**src/rtl/pcss_stream_sched.sv**
```systemverilog
// Session scheduler for the PCSS send stream: streams config words, waits for the chip's
// all-ones completion word, then releases one spike frame per tik period.
module pcss_stream_sched #(
  parameter int unsigned DATA_WIDTH = 64,
  parameter int unsigned LEN_W      = 20,
  parameter int unsigned FRM_W      = 8,
  parameter int unsigned TIMEOUT    = 65535
) (
  input  logic                    clk,
  input  logic                    rst,
  input  logic                    start,
  input  logic                    abort,
  input  logic [LEN_W-1:0]        cfg_len,
  input  logic [FRM_W-1:0]        frames,
  input  logic [DATA_WIDTH-1:0]   cfg_tdata,
  input  logic                    cfg_tvalid,
  output logic                    cfg_tready,
  input  logic [DATA_WIDTH-1:0]   spk_tdata,
  input  logic                    spk_tvalid,
  input  logic                    spk_tlast,
  output logic                    spk_tready,
  output logic [DATA_WIDTH-1:0]   m_tdata,
  output logic                    m_tvalid,
  output logic                    m_tlast,
  output logic [DATA_WIDTH/8-1:0] m_tkeep,
  input  logic                    m_tready,
  input  logic [DATA_WIDTH-1:0]   recv_tdata,
  input  logic                    recv_tvalid,
  input  logic                    recv_tready,
  input  logic                    tik,
  output logic                    busy,
  output logic                    done,
  output logic                    timeout_err,
  output logic [FRM_W-1:0]        frame_cnt,
  output logic [2:0]              state
);

  typedef enum logic [2:0] {
    StIdle    = 3'd0,
    StCfg     = 3'd1,
    StCfgAck  = 3'd2,
    StRun     = 3'd3,
    StWaitTik = 3'd4,
    StDone    = 3'd5,
    StErr     = 3'd6
  } state_e;

  // Counter only needs to hold TIMEOUT-1: expiry is detected as the increment that reaches TIMEOUT
  localparam int unsigned TmoW = (TIMEOUT > 1) ? $clog2(TIMEOUT) : 1;
  localparam logic [TmoW-1:0] TmoLast = TmoW'(TIMEOUT - 1);

  state_e           state_q;
  state_e           start_state;
  logic [LEN_W-1:0] cfg_len_q;
  logic [LEN_W-1:0] beat_q;
  logic [FRM_W-1:0] frames_q;
  logic [FRM_W-1:0] frame_cnt_q;
  logic [FRM_W-1:0] frame_inc;
  logic [TmoW-1:0]  tmo_q;
  logic             done_q;
  logic             timeout_err_q;
  logic             tik_q;

  logic cfg_last;
  logic beat_fire;
  logic ack_seen;
  logic tik_fall;

  assign cfg_last  = (beat_q == cfg_len_q - LEN_W'(1));
  assign beat_fire = m_tvalid & m_tready;
  assign ack_seen  = recv_tvalid & recv_tready & (&recv_tdata);
  assign tik_fall  = tik_q & ~tik;
  assign frame_inc = frame_cnt_q + FRM_W'(1);

  always_comb begin
    if (cfg_len != '0) begin
      start_state = StCfg;
    end else if (frames != '0) begin
      start_state = StRun;
    end else begin
      start_state = StDone;
    end
  end

  always_comb begin
    m_tvalid   = 1'b0;
    m_tdata    = '0;
    m_tlast    = 1'b0;
    cfg_tready = 1'b0;
    spk_tready = 1'b0;
    case (state_q)
      StCfg: begin
        // abort drops valid at once; the host flushes whatever the source still holds
        m_tvalid   = cfg_tvalid & ~abort;
        m_tdata    = cfg_tdata;
        m_tlast    = cfg_last;
        cfg_tready = m_tready;
      end
      StRun: begin
        m_tvalid   = spk_tvalid & ~abort;
        m_tdata    = spk_tdata;
        m_tlast    = spk_tlast;
        spk_tready = m_tready;
      end
      default: ;
    endcase
  end

  always_ff @(posedge clk) begin
    if (rst) begin
      state_q       <= StIdle;
      cfg_len_q     <= '0;
      frames_q      <= '0;
      beat_q        <= '0;
      frame_cnt_q   <= '0;
      tmo_q         <= '0;
      done_q        <= 1'b0;
      timeout_err_q <= 1'b0;
      tik_q         <= 1'b0;
    end else begin
      tik_q  <= tik;
      done_q <= 1'b0;
      if (abort) begin
        state_q       <= StIdle;
        frame_cnt_q   <= '0;
        timeout_err_q <= 1'b0;
      end else begin
        case (state_q)
          StIdle, StErr: begin
            if (start) begin
              cfg_len_q     <= cfg_len;
              frames_q      <= frames;
              beat_q        <= '0;
              frame_cnt_q   <= '0;
              tmo_q         <= '0;
              timeout_err_q <= 1'b0;
              state_q       <= start_state;
              done_q        <= (start_state == StDone);
            end
          end
          StCfg: begin
            if (beat_fire) begin
              if (cfg_last) begin
                state_q <= StCfgAck;
                tmo_q   <= '0;
              end else begin
                beat_q <= beat_q + LEN_W'(1);
              end
            end
          end
          StCfgAck: begin
            // an ack arriving on the expiry cycle still wins
            if (ack_seen) begin
              state_q <= (frames_q != '0) ? StRun : StDone;
              done_q  <= (frames_q == '0);
            end else if (tmo_q == TmoLast) begin
              state_q       <= StErr;
              timeout_err_q <= 1'b1;
            end else begin
              tmo_q <= tmo_q + TmoW'(1);
            end
          end
          StRun: begin
            if (beat_fire && spk_tlast) begin
              frame_cnt_q <= frame_inc;
              if (frame_inc == frames_q) begin
                state_q <= StDone;
                done_q  <= 1'b1;
              end else begin
                state_q <= StWaitTik;
              end
            end
          end
          StWaitTik: begin
            if (tik_fall) begin
              state_q <= StRun;
            end
          end
          StDone: begin
            state_q <= StIdle;
          end
          default: begin
            state_q <= StIdle;
          end
        endcase
      end
    end
  end

  assign m_tkeep     = '1;
  assign busy        = (state_q != StIdle);
  assign done        = done_q;
  assign timeout_err = timeout_err_q;
  assign frame_cnt   = frame_cnt_q;
  assign state       = state_q;

  a_quiet_outside_data: assert property (@(posedge clk) disable iff (rst)
    !(state_q inside {StCfg, StRun}) |-> !(m_tvalid | cfg_tready | spk_tready));

  a_done_single: assert property (@(posedge clk) disable iff (rst)
    done |=> !done);

  a_err_flag_in_err: assert property (@(posedge clk) disable iff (rst)
    timeout_err |-> (state_q == StErr));

  a_frame_bound: assert property (@(posedge clk) disable iff (rst)
    frame_cnt_q <= frames_q);

endmodule

```
**config.mk**
```make
export PLATFORM = sky130hd
export DESIGN_NAME = pcss_stream_sched
export DESIGN_NICKNAME = d
export VERILOG_FILES = /design/src/rtl/pcss_stream_sched.sv
export SDC_FILE = /design/constraint.sdc
export NUM_CORES = 1
export LEC_CHECK = 0
export BUFFER_PORTS_ARGS = -buffer_cell sky130_fd_sc_hd__buf_2
export CORE_ASPECT_RATIO = 0.5
export CORE_MARGIN = 3
export CORE_UTILIZATION = 50
export CTS_BUF_LIST = sky130_fd_sc_hd__clkbuf_4 sky130_fd_sc_hd__clkbuf_8
export CTS_CLUSTER_SIZE = 16
export DETAILED_ROUTE_END_ITERATION = 6
export PLACE_DENSITY_LB_ADDON = 0.08
export SYNTH_ARGS = -nofsm -noshare
export SYNTH_HDL_FRONTEND = slang
export SYNTH_SLANG_ARGS = --single-unit
```
**constraint.sdc**
```tcl
create_clock -name clk -period 4.25 [get_ports clk]
set_input_delay 0.425 -clock clk [delete_from_list [all_inputs] [get_ports clk]]
set_output_delay 0.425 -clock clk [all_outputs]
set_load 0.005 [all_outputs]
```
==> impl_metrics.tcl, run 1 <==
set metrics [dict create \
    grt_max_degree 57 \
    grt_first_pass_wirelength_um 32900 \
    hold_viol 0 \
    finalSetupViolCount 0 \
    first_iter_violations 585 \
    final_antenna_net_count 0 \
    arrival_ns 3.79 \
    rsz0062_at_grt "false" \
    fin_skew_ns 0.00729 \
    hp-class "primary input to flip-flop" \
    yosysMostFrequentCell "dfxtp_1" \
    syn_inst 727 \
    vias_per_cell 5.93 \
    place_ws_ns 0.966 \
    hp-start "tik" \
    hold_path_depth 3 \
    ys_top_cells_by_area "dfxtp_1 (27%), a22o_1 (9.7%), mux2i_1 (6.4%)" \
    io_buffers 312 \
    syn_area_per_cell_um2 7.92 \
    ys_warn_count 0 \
    ys.flop_type "dfxtp_1" \
    drive_gt1_share_pct 35.7 \
    outcome "completed" \
    dp_cells 1143 \
    hpwl_um 18300 \
    wl_met3_um 2120 \
    yosysTopAreaCell "dfxtp_1" \
    area_growth_syn_to_layout_pct 31.9 \
    track_usage_pct 33.4 \
    htreeDepth 3 \
    timing.rr.end "tmo_q[11]" \
    rrSetupSlack_ns 0.76 \
    gp_congestion 1.07 \
    synth.top_cell.area_share_pct 27.1 \
    worst_pin_slew_ns 1.13 \
    regToRegStartpoint "state[0]" \
    netlist_top_cells_count "dfxtp_1 (78), nor2_1 (75), a22o_1 (64)" \
    cts_root_buf "clkbuf_8" \
    clock_latency_ns 0.37 \
    start_kind "flip-flop" \
    fin_util_pct 68.3 \
    critPathMaxFanout 23 \
    dieArea_um2 12900 \
    fin_crit_ns 3.49 \
    wl_met2_um 9900 \
    path_clk_slew_ns 0.08 \
    cts_hold_buffers 0 \
    slew-limit-headroom_pct 24.6 \
    power_density_nw_per_um2 278 \
    io_pins 321 \
    peakVddDrop_mv 0.136 \
    finalSetupTns_ns 0 \
    synth.distinct_cells 68 \
    required_ns 4.55 \
    min_to "tik_q" \
    final_cells 1159 \
    wl_per_cell_um 19.5 \
    finalWorstSetupSlack_ns 0.756 \
    finalMaxSlewViolations 0 \
    synthArstFlopShare_pct 0 \
    cts_tree "done" \
    start_util_pct 51.8 \
    synth_enable_flop_cells 0 \
    die_w_um 158 \
    antenna_found_initial 2 \
    hold_slack_ns 0.299 \
    drt-pass1-iter-count 5 \
    finalCritPeriodShare_pct 82.2 \
    stdcell_area_um2 7600 \
    n_antenna_cell 0 \
    grt_pass1_vias 5749 \
    core_area_um2 11100 \
    p_leak_nw 3.53 \
    cts_made_buffers 9 \
    cts_setup_buffers 0 \
    vias 6870 \
    grt-ovfl-total 0 \
    path_class "flip-flop to flip-flop" \
    core.rowCount 27 \
    m1WireLength_um 10400 \
    r2r_cells 8 \
    cp-end-kind "flip-flop" \
    synthesis.area_um2 5760 \
    cap_viol_max_count 0 \
    yosysSeqAreaShare_pct 27.1 \
    power_mw 2.11 \
    wl_um 22600 \
    clkSinkCount 78 \
    maxUsedRoutingLayer "met5" \
    clk_path_buf_depth 2 \
    drcViolationCount 0 \
    nets 1245 \
    max_clock_freq_mhz 286 \
    ys_ff_latch 78 \
    placed_cell_area_um2 7330 \
    die_h_um 81.9 \
    ctsResizeCount 0 \
]
[state kept, by name, indices dropped and copies added, names as in the netlist]
register     count
frames_q         8
timeout_err      1
cfg_len_q       20
beat_q          20
state            3
tik_q            1
frame_cnt        8
tmo_q           16
done             1
[power breakdown]
group | switching [mW] | total, mW | internal, mW
Combinational | 0.307 | 0.570 | 0.263
Sequential | 0.0425 | 0.794 | 0.752
Clock | 0.292 | 0.748 | 0.456
[worst max path at each step]
stage | startpoint | to | depth (start not counted)
4_1_cts | cfg_len_q[0] | m_tlast | 10
3_3_place_gp | cfg_len_q[0] | tmo_q[2] | 10
2_1_floorplan | cfg_len_q[0] | tmo_q[15] | 12
3_5_place_dp | cfg_len_q[0] | tmo_q[12] | 10
6_report | state[0] | tmo_q[11] | 8
5_1_grt | cfg_len_q[0] | m_tlast | 10
[routing by layer]
metal | up-vias | track usage [%]
li1 | 3315 | -
met1 | 3241 | 50.0
met2 | 298 | 48.0
met3 | 12 | 9.47
met4 | 4 | 4.33
met5 | - | 0
[cell usage in the layout (no fill, tap or decap), drive strengths merged, types with 5 or more instances in the layout]
cell type	synthesis	layout
nor3	19	19
o21ai	19	19
nor4	22	22
or4	18	18
nor2b	7	7
o31ai	11	11
or3	17	17
buf	24	319
xor2	14	14
a31oi	8	8
a31o	5	5
nand3	26	26
a21oi	42	42
inv	17	17
a22o	64	64
a21o	7	7
nand2	52	52
mux2i	37	37
dfxtp	78	78
nand2b	7	7
ha	5	5
a41o	7	7
conb	1	8
clkbuf	31	10
nor2	75	75
and3	13	13
xnor2	21	21
and2	5	5
nand4	29	29
[worst max-delay path, stage by stage, from the launching register on]
cell and delay (ns):
dfxtp_1 0.60, nand2b_1 0.26, nor4b_1 0.73, nand2_1 0.22, o31a_1 0.18, a21o_1 0.40
nor3_1 0.70, o211ai_1 0.15, a21oi_1 0.17
[cell type report]
cell class / instances / area [µm²]
Timing Repair Buffer: 319 / 1610
Clock inverter: 6 / 134
Multi-Input combinational cell: 584 / 3910
Sequential cell: 78 / 1560
Fill cell: 961 / 3520
Clock buffer: 10 / 131
Tap cell: 145 / 181
Inverter: 17 / 63.8
[cell families after synthesis]
logic type | share of synthesized area, %
xor gates and xnor gates | 5.71
muxes | 6.43
AOI/OAI and AO/OA | 24.1
and+or+nand+nor | 29.6
buffers and inverters | 5.86
other | 0.0651
DFF | 27.1
adders and majority gates | 1.09
Power figures use the tool's default switching activity.
==> inputs of run 2 (changes only) <==
--- a/config.mk
+++ b/config.mk
@@ -8,7 +8,7 @@
 export BUFFER_PORTS_ARGS = -buffer_cell sky130_fd_sc_hd__buf_2
 export CORE_ASPECT_RATIO = 0.5
 export CORE_MARGIN = 3
-export CORE_UTILIZATION = 50
+export CORE_UTILIZATION = 42
 export CTS_BUF_LIST = sky130_fd_sc_hd__clkbuf_4 sky130_fd_sc_hd__clkbuf_8
 export CTS_CLUSTER_SIZE = 16
 export DETAILED_ROUTE_END_ITERATION = 6
==> constraint.sdc (replaced) <==
create_clock -name clk -period 3 [get_ports clk]
set_input_delay 0.3 -clock clk [delete_from_list [all_inputs] [get_ports clk]]
set_output_delay 0.3 -clock clk [all_outputs]
set_load 0.005 [all_outputs]
==> run 2 against run 1 <==
- wire length is 0.98% lower
- total power is 33% higher
- sequential power is 40% higher
- clock skew is 0.0064 ns higher
- non-clock buffer count is 25 higher
- sequential share of layout area is 0.51 points lower
- combinational power is 57% higher
- setup slack worse by 0.64 ns
- via count hardly changed
- global-route usage is 5.5 points lower
- flip-flop and latch count stayed put
- worst hold slack worse by 0.13 ns
- highest routed layer unchanged
==> impl_metrics.tcl, run 2 (same netlist as run 1, synthesis figures left out) <==
set metrics [dict create \
    core_area_um2 13000 \
    vias_per_cell 5.69 \
    dieArea_um2 15200 \
    outcome "completed" \
    antenna_found_initial 3 \
    io_buffers 312 \
    first_iter_violations 496 \
    final_antenna_net_count 0 \
    final_cell_mix "buf_2 (312), dfxtp_1 (76), nor2_1 (72), a22o_1 (64), nand2_1 (51)" \
    multi_input_area_um2 3960 \
    placed_cell_area_um2 7560 \
    drive_gt1_share_pct 38.0 \
    wl_per_cell_um 18.5 \
    arrival_ns 2.58 \
    start_util_pct 44.2 \
    power_density_nw_per_um2 358 \
    max_clock_freq_mhz 347 \
    mostFrequentLayoutCell "buf_2" \
    htreeDepth 3 \
    worst_pin_slew_ns 0.716 \
    cap_viol_max_count 0 \
    io_pins 321 \
    cts_made_buffers 9 \
    nets 1270 \
    finalCritPeriodShare_pct 96.1 \
    cts_hold_buffers 0 \
    grt_first_pass_wirelength_um 33000 \
    area_growth_syn_to_layout_pct 35.6 \
    crit_start "cfg_len_q[0]" \
    slew-limit-headroom_pct 51.9 \
    fin_util_pct 60.0 \
    regToRegStartpoint "cfg_len_q[0]" \
    peakVddDrop_mv 0.177 \
    core.rowCount 29 \
    wl_um 22400 \
    drt-pass1-iter-count 5 \
    n_antenna_cell 0 \
    clk_path_buf_depth 2 \
    path_clk_slew_ns 0.08 \
    timing.rr.end "tmo_q[4]" \
    gp_congestion 0.999 \
    vias 6875 \
    track_usage_pct 27.8 \
    finalSetupTns_ns 0 \
    hp-class "primary input to flip-flop" \
    finalMaxSlewViolations 0 \
    cts_tree "done" \
    hold_viol 0 \
    fin_crit_ns 2.88 \
    cp-end-kind "primary output" \
    finalSetupViolCount 0 \
    start_kind "flip-flop" \
    clkSinkCount 78 \
    stdcell_area_um2 7810 \
    cp-endpoint "m_tlast" \
    fin_skew_ns 0.0137 \
    r2r_cells 10 \
    drcViolationCount 0 \
    rrSetupSlack_ns 0.15 \
    finalWorstSetupSlack_ns 0.116 \
    critPathMaxFanout 6 \
    clock_latency_ns 0.37 \
    cts_root_buf "clkbuf_8" \
    top_regs "beat_q x20, cfg_len_q x20, tmo_q x16" \
    grt_max_degree 70 \
    die_w_um 172 \
    grt-ovfl-total 0 \
    place_ws_ns 0.00886 \
    grt_pass1_vias 5993 \
    die_h_um 88.8 \
    fillers 1228 \
    layout.area.seq_um2 1570 \
    hpwl_um 18000 \
    path_class "flip-flop to primary output" \
    p_leak_nw 3.63 \
    required_ns 2.70 \
]
==> run 2: changes by cell type in the layout (fill, tap and decap cells not counted), sizes merged <==
cell / previous run / this run
buf: 319 / 344
bufinv: 4 / 1
clkinv: 2 / 4
==> run 2: cell type report <==
cell class	count	area share, %
Clock buffer	10	1.76
Tap cell	170	2.72
Inverter	17	0.817
Multi-Input combinational cell	584	50.6
Timing Repair Buffer	344	23.4
Clock inverter	5	0.641
Sequential cell	78	20.0
==> run 2: layer usage <==
layer  part of all wire [%]  vias up  routed length (µm)  track usage (%)
li1                       -     3356                   -                -
met1                     45     3229                9970             38.9
met2                     46      261               10400             44.3
met3                    8.1       23                1800             7.05
met4                   0.70        6                 156             4.38
met5                   0.15        -                  34                0
==> run 2: what timing repair did <==
action,CTS,global route
setup endpoints to repair,4,19
resized for setup,2,12
pin swaps,1,12
setup buffers,0,2
==> run 2: power by group <==
group | internal (mW) | switching, mW | leakage, nW | total (mW)
clock | 0.397 | 0.400 | 0.102 | 0.797
sequential | 1.06 | 0.0427 | 0.633 | 1.11
combinational | 0.424 | 0.471 | 2.90 | 0.894
total | 1.89 | 0.914 | 3.63 | 2.80
==> run 2: how the worst min path moves through the flow <==
stage	from	to	slack, ns	cells after the start
after floorplan	tik	tik_q	0.43	2
final	tik	tik_q	0.17	3
after global routing	tik	tik_q	0.18	3
after detailed placement	tmo_q[15]	tmo_q[15]	0.47	2
after global placement	tmo_q[12]	tmo_q[12]	0.46	2
after CTS	tik	tik_q	0.15	3
==> run 2: worst max-delay path: stages (launching register included) <==
cell      delay (ns)
dfxtp_4         0.36
buf_4           0.16
or4_4           0.56
nor4_1          0.21
o311ai_1        0.14
a21oi_2         0.18
and4_4          0.25
nand3_1         0.11
nand2_1         0.13
buf_2           0.12
==> run 2: stage by stage <==
stage               std cells  power [mW]  hold slack (ns)
CTS                      1206        2.79            0.151
floorplan                 734        1.60            0.435
global route             1208        2.95            0.179
finish                   1208        2.80            0.166
global placement         1191        1.98            0.464
detailed placement       1191        1.99            0.473
==> inputs of run 3 (changes only) <==
--- a/config.mk
+++ b/config.mk
@@ -8,11 +8,12 @@
 export BUFFER_PORTS_ARGS = -buffer_cell sky130_fd_sc_hd__buf_2
 export CORE_ASPECT_RATIO = 0.5
 export CORE_MARGIN = 3
-export CORE_UTILIZATION = 42
+export CORE_UTILIZATION = 46
 export CTS_BUF_LIST = sky130_fd_sc_hd__clkbuf_4 sky130_fd_sc_hd__clkbuf_8
 export CTS_CLUSTER_SIZE = 16
 export DETAILED_ROUTE_END_ITERATION = 6
 export PLACE_DENSITY_LB_ADDON = 0.08
+export SETUP_SLACK_MARGIN = 0.05
 export SYNTH_ARGS = -nofsm -noshare
 export SYNTH_HDL_FRONTEND = slang
 export SYNTH_SLANG_ARGS = --single-unit
==> constraint.sdc (replaced) <==
create_clock -name clk -period 3.1 [get_ports clk]
set_input_delay 0.31 -clock clk [delete_from_list [all_inputs] [get_ports clk]]
set_output_delay 0.31 -clock clk [all_outputs]
set_load 0.005 [all_outputs]
==> run 3 against run 2 <==
- worst hold slack improved by 0.014 ns
- global-route usage increased by 3.3 points
- first-iteration DRC count increased by 12%
- setup slack improved by 0.076 ns
- via count increased by 1.8%
- flip-flop and latch count unchanged
- sequential power decreased by 4%
- sequential share of layout area decreased by 0.16 points
- combinational power decreased by 5.1%
- clock power increased by 6.1%
- non-clock buffer count decreased by 2
- register-to-register slack improved by 0.04 ns
- largest power group unchanged
==> impl_metrics.tcl, run 3 (same netlist as run 1, synthesis figures left out) <==
set metrics [dict create \
    p_leak_nw 3.65 \
    cap_viol_max_count 0 \
    final_cell_mix "buf_2 (312), dfxtp_1 (77), nor2_1 (71), a22o_1 (64), nand2_1 (50)" \
    start_util_pct 47.9 \
    vias 7001 \
    area_growth_syn_to_layout_pct 36.4 \
    crit_start "cfg_len_q[8]" \
    cts_root_buf "clkbuf_8" \
    rsz0062_at_grt "false" \
    hp-start "tik" \
    start_kind "flip-flop" \
    htreeDepth 3 \
    nets 1268 \
    rrSetupSlack_ns 0.19 \
    drcViolationCount 0 \
    core_area_um2 12000 \
    clock_latency_ns 0.36 \
    cpPeakStageDelay_ns 0.50 \
    crit_slowest_cell "or4_1" \
    worst_pin_slew_ns 1.11 \
    arrival_ns 3.19 \
    fin_crit_ns 2.91 \
    top_regs "beat_q x20, cfg_len_q x20, tmo_q x16" \
    cts_hold_buffers 0 \
    grt-ovfl-total 0 \
    finalSetupViolCount 0 \
    pwr-share-seq_pct 38.8 \
    drive_gt1_share_pct 37.9 \
    finalMaxSlewViolations 0 \
    die_w_um 164 \
    cp-end-kind "flip-flop" \
    vias_per_cell 5.81 \
    core.rowCount 28 \
    finalSetupTns_ns 0 \
    grt_pass1_vias 6269 \
    die_h_um 85.1 \
    path_clk_slew_ns 0.08 \
    dieArea_um2 14000 \
    stdcell_area_um2 7860 \
    peakVddDrop_mv 0.195 \
    hpwl_um 18100 \
    first_iter_violations 555 \
    hp-class "primary input to flip-flop" \
    swShare_pct 32.1 \
    gp_congestion 1.02 \
    critPathMaxFanout 14 \
    max_clock_freq_mhz 344 \
    required_ns 3.39 \
    wl_per_cell_um 18.8 \
    path_class "flip-flop to flip-flop" \
    grt_first_pass_wirelength_um 34100 \
    placed_cell_area_um2 7510 \
    cts_tree "done" \
    p_comb_share_pct 30.6 \
    io_buffers 312 \
    regToRegStartpoint "cfg_len_q[8]" \
    hold_viol 0 \
    slew-limit-headroom_pct 25.9 \
    p_sw_mw 0.889 \
    clkSinkCount 78 \
    final_antenna_net_count 0 \
    track_usage_pct 31.1 \
    clk_path_buf_depth 2 \
    grt_max_degree 70 \
    cts_made_buffers 9 \
    mostFrequentLayoutCell "buf_2" \
    drt-pass1-iter-count 5 \
    fin_skew_ns 0.0106 \
    antenna_found_initial 3 \
    path_cells "nor4_2 -> nand2_1 -> a2111oi_4 -> a21oi_1 -> nor4_4 -> buf_4 -> a21boi_2 -> buf_4 -> or4_1 -> a21oi_1" \
    power.internal_mw 1.88 \
    wl_um 22600 \
    power_density_nw_per_um2 352 \
    power_mw 2.77 \
    io_pins 321 \
    p_clk_share_pct 30.6 \
    finalCritPeriodShare_pct 93.8 \
    outcome "completed" \
]
[run 3: changes by cell type in the layout (fill, tap and decap cells not counted), moves of 2 or more]
cell     previous run  this run
inv_1              15        17
inv_2               2         0
buf_4              30        27
diode_2             0         3
[run 3: metrics by stage]
| step | worst slack (ns) | hold WS (ns) | utilization, % | cells |
|---|---|---|---|---|
| floorplan | 0.268 | 0.445 | - | 734 |
| global placement | 0.0925 | 0.461 | 62.5 | 1180 |
| finish | 0.192 | 0.180 | 65.4 | 1204 |
| detailed placement | -0.0335 | 0.471 | 62.5 | 1180 |
| global route | 0.0216 | 0.189 | 65.3 | 1202 |
| CTS | 0.0749 | 0.174 | 64.9 | 1200 |
[run 3: layer usage]
| layer | wire length [µm] | vias up | global-route usage [%] |
|---|---|---|---|
| li1 | - | 3345 | - |
| met2 | 10500 | 297 | 50.2 |
| met3 | 1800 | 25 | 7.12 |
| met1 | 10100 | 3330 | 43.5 |
| met4 | 199 | 4 | 4.76 |
| met5 | 27 | - | 0 |
[run 3: power groups by stage]
stage	Clock (mW)	Combinational, mW	Sequential [mW]
detailed placement	0	0.808	1.10
global route	0.898	0.922	1.08
finish	0.846	0.848	1.07
floorplan	0	0.472	1.08
global placement	0	0.795	1.09
CTS	0.851	0.823	1.07
[run 3: cell type report]
cell class                 count  area (µm²)
antenna                        3        7.51
clock buffer                  10         131
fill                        1072        4160
sequential                    78        1560
clock inverter                 5        75.1
multi-input combinational    584        3970
tap                          165         206
timing repair buffer         342        1840
inverter                      17        63.8
[run 3: worst paths after layout]
| path | endpoint | cells after the start |
|---|---|---|
| hold / removal | tik_q | 3 |
| hold reg to reg | tmo_q[15] | 2 |
| setup / recovery | tmo_q[6] | 10 |
| setup reg to reg | tmo_q[6] | 10 |
[run 3: worst max-delay path: cells and delay by family, from the launching register on]
kind	cells	cell delay [ns]
AO/OA/AOI/OAI	4	0.67
flip-flops	1	0.38
buffers and inverters	2	0.35
AND/OR/NAND/NOR	4	1.43
[run 3: timing repair]
| action | CTS | global route |
|---|---|---|
| cloned | 1 | 0 |
| pin swaps | 3 | 6 |
| setup endpoints to repair | 16 | 17 |
| gates resized for setup | 5 | 9 |
| buffers inserted | 4 | 1 |
